## src/rtl/mac_vector_engine.sv

```systemverilog
// mac_vector_engine: OUT_CH signed dot products of a stored input vector against per-channel
// weight rows, with optional ReLU, output saturation and an atomic packed result update.
module mac_vector_engine #(
    parameter int IN_LEN = 16,
    parameter int IN_W   = 8,
    parameter int W_W    = 8,
    parameter int OUT_CH = 10,
    parameter int OUT_W  = 16,
    parameter int ACC_W  = 32,
    localparam int IAW   = $clog2(IN_LEN),
    localparam int WAW   = $clog2(OUT_CH*IN_LEN)
) (
    input  logic                    clk,
    input  logic                    rst_n,
    input  logic                    in_we,
    input  logic [IAW-1:0]          in_addr,
    input  logic [IN_W-1:0]         in_data,
    input  logic                    w_we,
    input  logic [WAW-1:0]          w_addr,
    input  logic [W_W-1:0]          w_data,
    input  logic                    start,
    input  logic                    relu_en,
    output logic                    busy,
    output logic                    done,
    output logic [OUT_CH*OUT_W-1:0] q
);
    localparam int CW = (OUT_CH > 1) ? $clog2(OUT_CH) : 1;
    localparam logic signed [ACC_W-1:0] SAT_MAX = {{(ACC_W-OUT_W+1){1'b0}}, {(OUT_W-1){1'b1}}};
    localparam logic signed [ACC_W-1:0] SAT_MIN = ~SAT_MAX;

    typedef enum logic [1:0] {IDLE, ACCUM, STORE, DONE} state_t;

    state_t                  state_q;
    logic [IN_W-1:0]         x_mem [IN_LEN];
    logic [W_W-1:0]          w_mem [OUT_CH*IN_LEN];
    logic [IAW-1:0]          idx_q;
    logic [CW-1:0]           ch_q;
    logic signed [ACC_W-1:0] acc_q, acc_d, prod, v;
    logic [IN_W-1:0]         x_rd;
    logic [W_W-1:0]          w_rd;
    logic [WAW-1:0]          w_rd_addr;
    logic [OUT_W-1:0]        sat;
    logic                    relu_q, busy_q, done_q;
    logic [OUT_CH*OUT_W-1:0] shadow_q, q_q;

    // Memories keep their contents across reset; writes are locked out while computing.
    always_ff @(posedge clk) begin
        if (in_we && !busy_q && int'(in_addr) < IN_LEN)
            x_mem[in_addr] <= in_data;
        if (w_we && !busy_q && int'(w_addr) < OUT_CH*IN_LEN)
            w_mem[w_addr] <= w_data;
    end

    assign w_rd_addr = WAW'(ch_q) * WAW'(IN_LEN) + WAW'(idx_q);
    assign x_rd      = x_mem[idx_q];
    assign w_rd      = w_mem[w_rd_addr];
    assign prod      = $signed({{(ACC_W-IN_W){x_rd[IN_W-1]}}, x_rd}) *
                       $signed({{(ACC_W-W_W){w_rd[W_W-1]}}, w_rd});
    assign acc_d     = acc_q + prod;

    always_comb begin
        v   = (relu_q && acc_q < 0) ? '0 : acc_q;
        sat = (v > SAT_MAX) ? SAT_MAX[OUT_W-1:0] : (v < SAT_MIN) ? SAT_MIN[OUT_W-1:0] : v[OUT_W-1:0];
    end

    always_ff @(posedge clk or negedge rst_n) begin
        if (!rst_n) begin
            state_q  <= IDLE;
            idx_q    <= '0;
            ch_q     <= '0;
            acc_q    <= '0;
            relu_q   <= 1'b0;
            busy_q   <= 1'b0;
            done_q   <= 1'b0;
            shadow_q <= '0;
            q_q      <= '0;
        end else begin
            done_q <= 1'b0;
            case (state_q)
                IDLE: if (start) begin
                    relu_q  <= relu_en;
                    ch_q    <= '0;
                    idx_q   <= '0;
                    acc_q   <= '0;
                    busy_q  <= 1'b1;
                    state_q <= ACCUM;
                end
                ACCUM: begin
                    acc_q <= acc_d;
                    idx_q <= idx_q + IAW'(1);
                    if (idx_q == IAW'(IN_LEN-1))
                        state_q <= STORE;
                end
                STORE: begin
                    shadow_q[ch_q*OUT_W +: OUT_W] <= sat;
                    idx_q <= '0;
                    acc_q <= '0;
                    if (ch_q == CW'(OUT_CH-1)) begin
                        busy_q  <= 1'b0;
                        state_q <= DONE;
                    end else begin
                        ch_q    <= ch_q + CW'(1);
                        state_q <= ACCUM;
                    end
                end
                DONE: begin
                    q_q     <= shadow_q;
                    done_q  <= 1'b1;
                    state_q <= IDLE;
                end
                default: state_q <= IDLE;
            endcase
        end
    end

    assign busy = busy_q;
    assign done = done_q;
    assign q    = q_q;
endmodule
```

## config.mk

```make
export PLATFORM = sky130hd
export DESIGN_NAME = mac_vector_engine
export DESIGN_NICKNAME = d
export VERILOG_FILES = /design/src/rtl/mac_vector_engine.sv
export SDC_FILE = /design/constraint.sdc
export NUM_CORES = 2
export LEC_CHECK = 0
export BUFFER_PORTS_ARGS = -buffer_cell sky130_fd_sc_hd__buf_2
export CAP_MARGIN = 0
export CELL_PAD_IN_SITES_DETAIL_PLACEMENT = 1
export CELL_PAD_IN_SITES_GLOBAL_PLACEMENT = 1
export CORE_UTILIZATION = 50
export DETAILED_ROUTE_END_ITERATION = 8
export PLACE_DENSITY_LB_ADDON = 0.08
export SYNTH_ARGS = -nofsm -noshare
export SYNTH_HDL_FRONTEND = slang
export SYNTH_SLANG_ARGS = --single-unit
export TNS_END_PERCENT = 100
```

## constraint.sdc

```tcl
create_clock -name clk -period 19.5 [get_ports clk]
set_input_delay 2.925 -clock clk [delete_from_list [all_inputs] [get_ports clk]]
set_output_delay 2.925 -clock clk [all_outputs]
set_load 0.02 [all_outputs]
```

==> qor.json <==
{
  "run_status": {
    "outcome": "complete, no violations"
  },
  "clock_network": {
    "cts_root_buf": "sky130_fd_sc_hd__clkbuf_16",
    "clock-sinks": 1773,
    "source_to_sink_clock_delay_at_the_later_pin_of_the_worst_skew_pair_ns": 0.84,
    "cts_tree": "done",
    "clk_transition_reported_paths_ns": 0.06,
    "cts.repair.resized": 0,
    "cts_buffer_depth": 3,
    "post_cts_hold_buffer_count": 0,
    "post-cts-setup-buffers": 0,
    "h-tree-depth": 4,
    "cts_buffers": 183
  },
  "worst_hold_path": {
    "hold_path.startpoint": "shadow_q[107]",
    "timing.hold.worst.class": "flip-flop to flip-flop"
  },
  "route": {
    "post_drt_wl_per_cell_um": 29.7,
    "route.antenna.remaining_nets": 0,
    "drc": 0,
    "dr.pass1.iters": 5,
    "routed-via-count": 39900,
    "routed_via_density": 6.03,
    "drt_wl_total_mm": 196,
    "violation_count_after_the_first_detailed_routing_iteration": 3123
  },
  "cells_and_area": {
    "layout.nets": 4781,
    "fillCellCount": 13300,
    "fraction_of_layout_instances_using_a_drive_strength_above_1_pct": 21.3,
    "layout_commonest_cell": "sky130_fd_sc_hd__edfxtp_1",
    "layout_common_cells": "sky130_fd_sc_hd__edfxtp_1 (1408), sky130_fd_sc_hd__dfrtp_1 (360), sky130_fd_sc_hd__nand2_1 (324), sky130_fd_sc_hd__mux4_2 (265), sky130_fd_sc_hd__nor2_1 (222)",
    "syn2layout_area_growth_pct": 11.2
  },
  "die": {
    "row_count": 141,
    "die_h_um": 388,
    "die_area_um2": 150000,
    "placeableCoreArea_um2": 148000,
    "initial_utilization_pct": 50.4,
    "floorplan.io_pins": 196,
    "die_width_um": 388
  },
  "yosys": {
    "ffs_latches_synth": 1773,
    "syn_avg_cell_area_um2": 17.3,
    "ys_seq_area_share_pct": 69.1,
    "synth_fp_nets": 4551,
    "ys_warn_count": 0,
    "ys_async_sr_fraction_pct": 20.6,
    "synth_enable_flop_cells": 1408,
    "synth.cell_area_um2": 74500,
    "ys_types": 80,
    "synth_flop_cell": "sky130_fd_sc_hd__edfxtp_1",
    "syn_inst": 4303
  },
  "timing": {
    "final_critical_path_time_including_i_o_delays_and_setup_ns": 10.70,
    "setup_total_negative_slack_ns": 0,
    "worstMarginPinSlew_ns": 1.32,
    "max_clock_freq_mhz": 93.4,
    "final.period_utilization_pct": 54.9,
    "setup_violations": 0,
    "drv_slew": 0,
    "relSlewSlack_pct": 11.5,
    "final_hold_viol_count": 0,
    "clock-skew-final_ns": 0.0410,
    "unrepaired_setup_endpoints_after_global_routing": "false"
  },
  "placement": {
    "gpl.final_weighted_congestion": 0.827,
    "placement.io_buffers": 195,
    "place.detailed.hpwl_mm": 127
  },
  "critical_path": {
    "worstSetupPathType": "flip-flop to flip-flop",
    "cp_slowest_stage_delay_ns": 1.10,
    "cp_top_family": "adder cells",
    "timing.rr.start": "idx_q[0]",
    "cp_num_buf_inv": 4,
    "critPathMaxFanout": 42,
    "worst-path-stages": 26,
    "crit_start": "idx_q[0]",
    "critical_path_arrival_ns": 11.41,
    "timing.critical_path.to_type": "flip-flop",
    "worst-r2r-setup-slack_ns": 8.80,
    "slowest_stage": "sky130_fd_sc_hd__fa_1",
    "reg2regPathDepth": 26,
    "startpoint_type": "flip-flop",
    "endpoint": "acc_q[31]",
    "worst_ep_required_time_ns": 20.21,
    "worst_r2r_endpoint": "acc_q[31]"
  },
  "grt": {
    "largest_net_degree_at_the_start_of_global_routing": 109,
    "global_route.usage.total_pct": 26.5,
    "grt_pass1_vias": 42000,
    "grt_first_pass_wirelength_mm": 290,
    "global_route.overflow_total": 0,
    "grt_antenna_before_repair": 2
  },
  "flow_run": {
    "drv.max_cap_violation_count": 0
  },
  "power_and_ir_drop": {
    "p_leak_nw": 31.5,
    "fin_total_pwr_w": 0.00758,
    "ir_drop_worst_vdd_v": 0.0000799,
    "cellPowerDensity_nw_per_um2": 91.6
  }
}
tightest hold or removal path: cells and delay by family (launching register included):
| kind | cells | cell delay (ns) |
|---|---|---|
| AO/OA/AOI/OAI | 1 | 0.06 |
| AND/OR/NAND/NOR | 1 | 0.05 |
| flip-flops | 1 | 0.34 |
kinds of logic after synthesis:
family | share of synthesized area, %
AND/OR/NAND/NOR | 4.30
buffers and inverters | 2.47
AO/OA/AOI/OAI | 4.97
multiplexers | 13.9
adder cells (fa/ha/maj) | 4.97
flip-flops | 69.1
XOR/XNOR | 0.341
power by group:
part	internal, W	leakage [nW]	total (W)	switching (W)
sequential	0.00410	17.5	0.00411	0.00000853
clock	0.00189	2.81	0.00337	0.00148
combinational	0.0000122	11.1	0.0000955	0.0000833
metrics by stage:
stage / hold WS (ns) / utilization (%) / setup slack (ns) / cell area, µm² / instances
floorplan: 0.444 / - / 11.52 / 74500 / 4303
global placement: 0.458 / 52.1 / 8.91 / 77000 / 6278
detailed placement: 0.466 / 52.1 / 8.76 / 77000 / 6278
CTS: 0.480 / 56.0 / 8.75 / 82800 / 6610
global route: 0.502 / 56.0 / 7.89 / 82800 / 6611
finish: 0.475 / 56.0 / 8.80 / 82800 / 6611
how the worst min path moves through the flow:
| stage | depth (start not counted) | slack, ns | to |
|---|---|---|---|
| 4_1_cts | 2 | 0.48 | shadow_q[104] |
| 3_3_place_gp | 2 | 0.46 | shadow_q[96] |
| 3_5_place_dp | 2 | 0.47 | shadow_q[104] |
| 2_1_floorplan | 2 | 0.44 | shadow_q[114] |
| 6_report | 2 | 0.47 | shadow_q[107] |
| 5_1_grt | 2 | 0.50 | shadow_q[84] |
Yosys cell counts (all sizes together), types with 26 or more instances:
| cell type | count | area (µm²) |
|---|---|---|
| edfxtp | 1408 | 42300 |
| dfrtp | 365 | 9130 |
| nand2 | 326 | 1220 |
| mux4 | 285 | 6490 |
| nor2 | 226 | 853 |
| o21ai | 223 | 1120 |
| mux2i | 189 | 1890 |
| mux2 | 174 | 1960 |
| fa | 136 | 2720 |
| clkbuf | 129 | 564 |
| inv | 100 | 375 |
| a21oi | 98 | 494 |
| buf | 93 | 892 |
| ha | 78 | 976 |
| o221ai | 70 | 613 |
| nor3 | 57 | 290 |
| o22ai | 46 | 288 |
| and2 | 32 | 200 |
| a21o | 28 | 210 |
| a22o | 26 | 228 |
area by class of cell:
class / count / area [µm²] / share of cell area (%)
multi-input cells: 2207 / 21200 / 25.6
repair buffers: 267 / 1560 / 1.88
diodes: 1 / 2.50 / 0.00302
clock buffers: 234 / 4840 / 5.85
flip-flops and latches: 1773 / 51400 / 62.1
clock inverters: 98 / 913 / 1.10
well taps: 1930 / 2410 / 2.92
inverters: 101 / 380 / 0.460
per-layer routing:
layer	up-vias	routed length, µm	track usage (%)
met4	0	5900	8.35
met1	21200	82300	36.2
li1	17200	-	-
met5	-	0	0
met3	292	10100	3.69
met2	1223	98000	44.0
registers in the layout, summed over array words and instances, names as in the netlist, 2 cells and up:
| name | cells |
|---|---|
| acc_q | 32 |
| x_mem | 128 |
| idx_q | 4 |
| w_mem | 1280 |
| state_q | 2 |
| ch_q | 4 |
| q | 160 |
| shadow_q | 160 |
(Power assumes the default switching activity.)
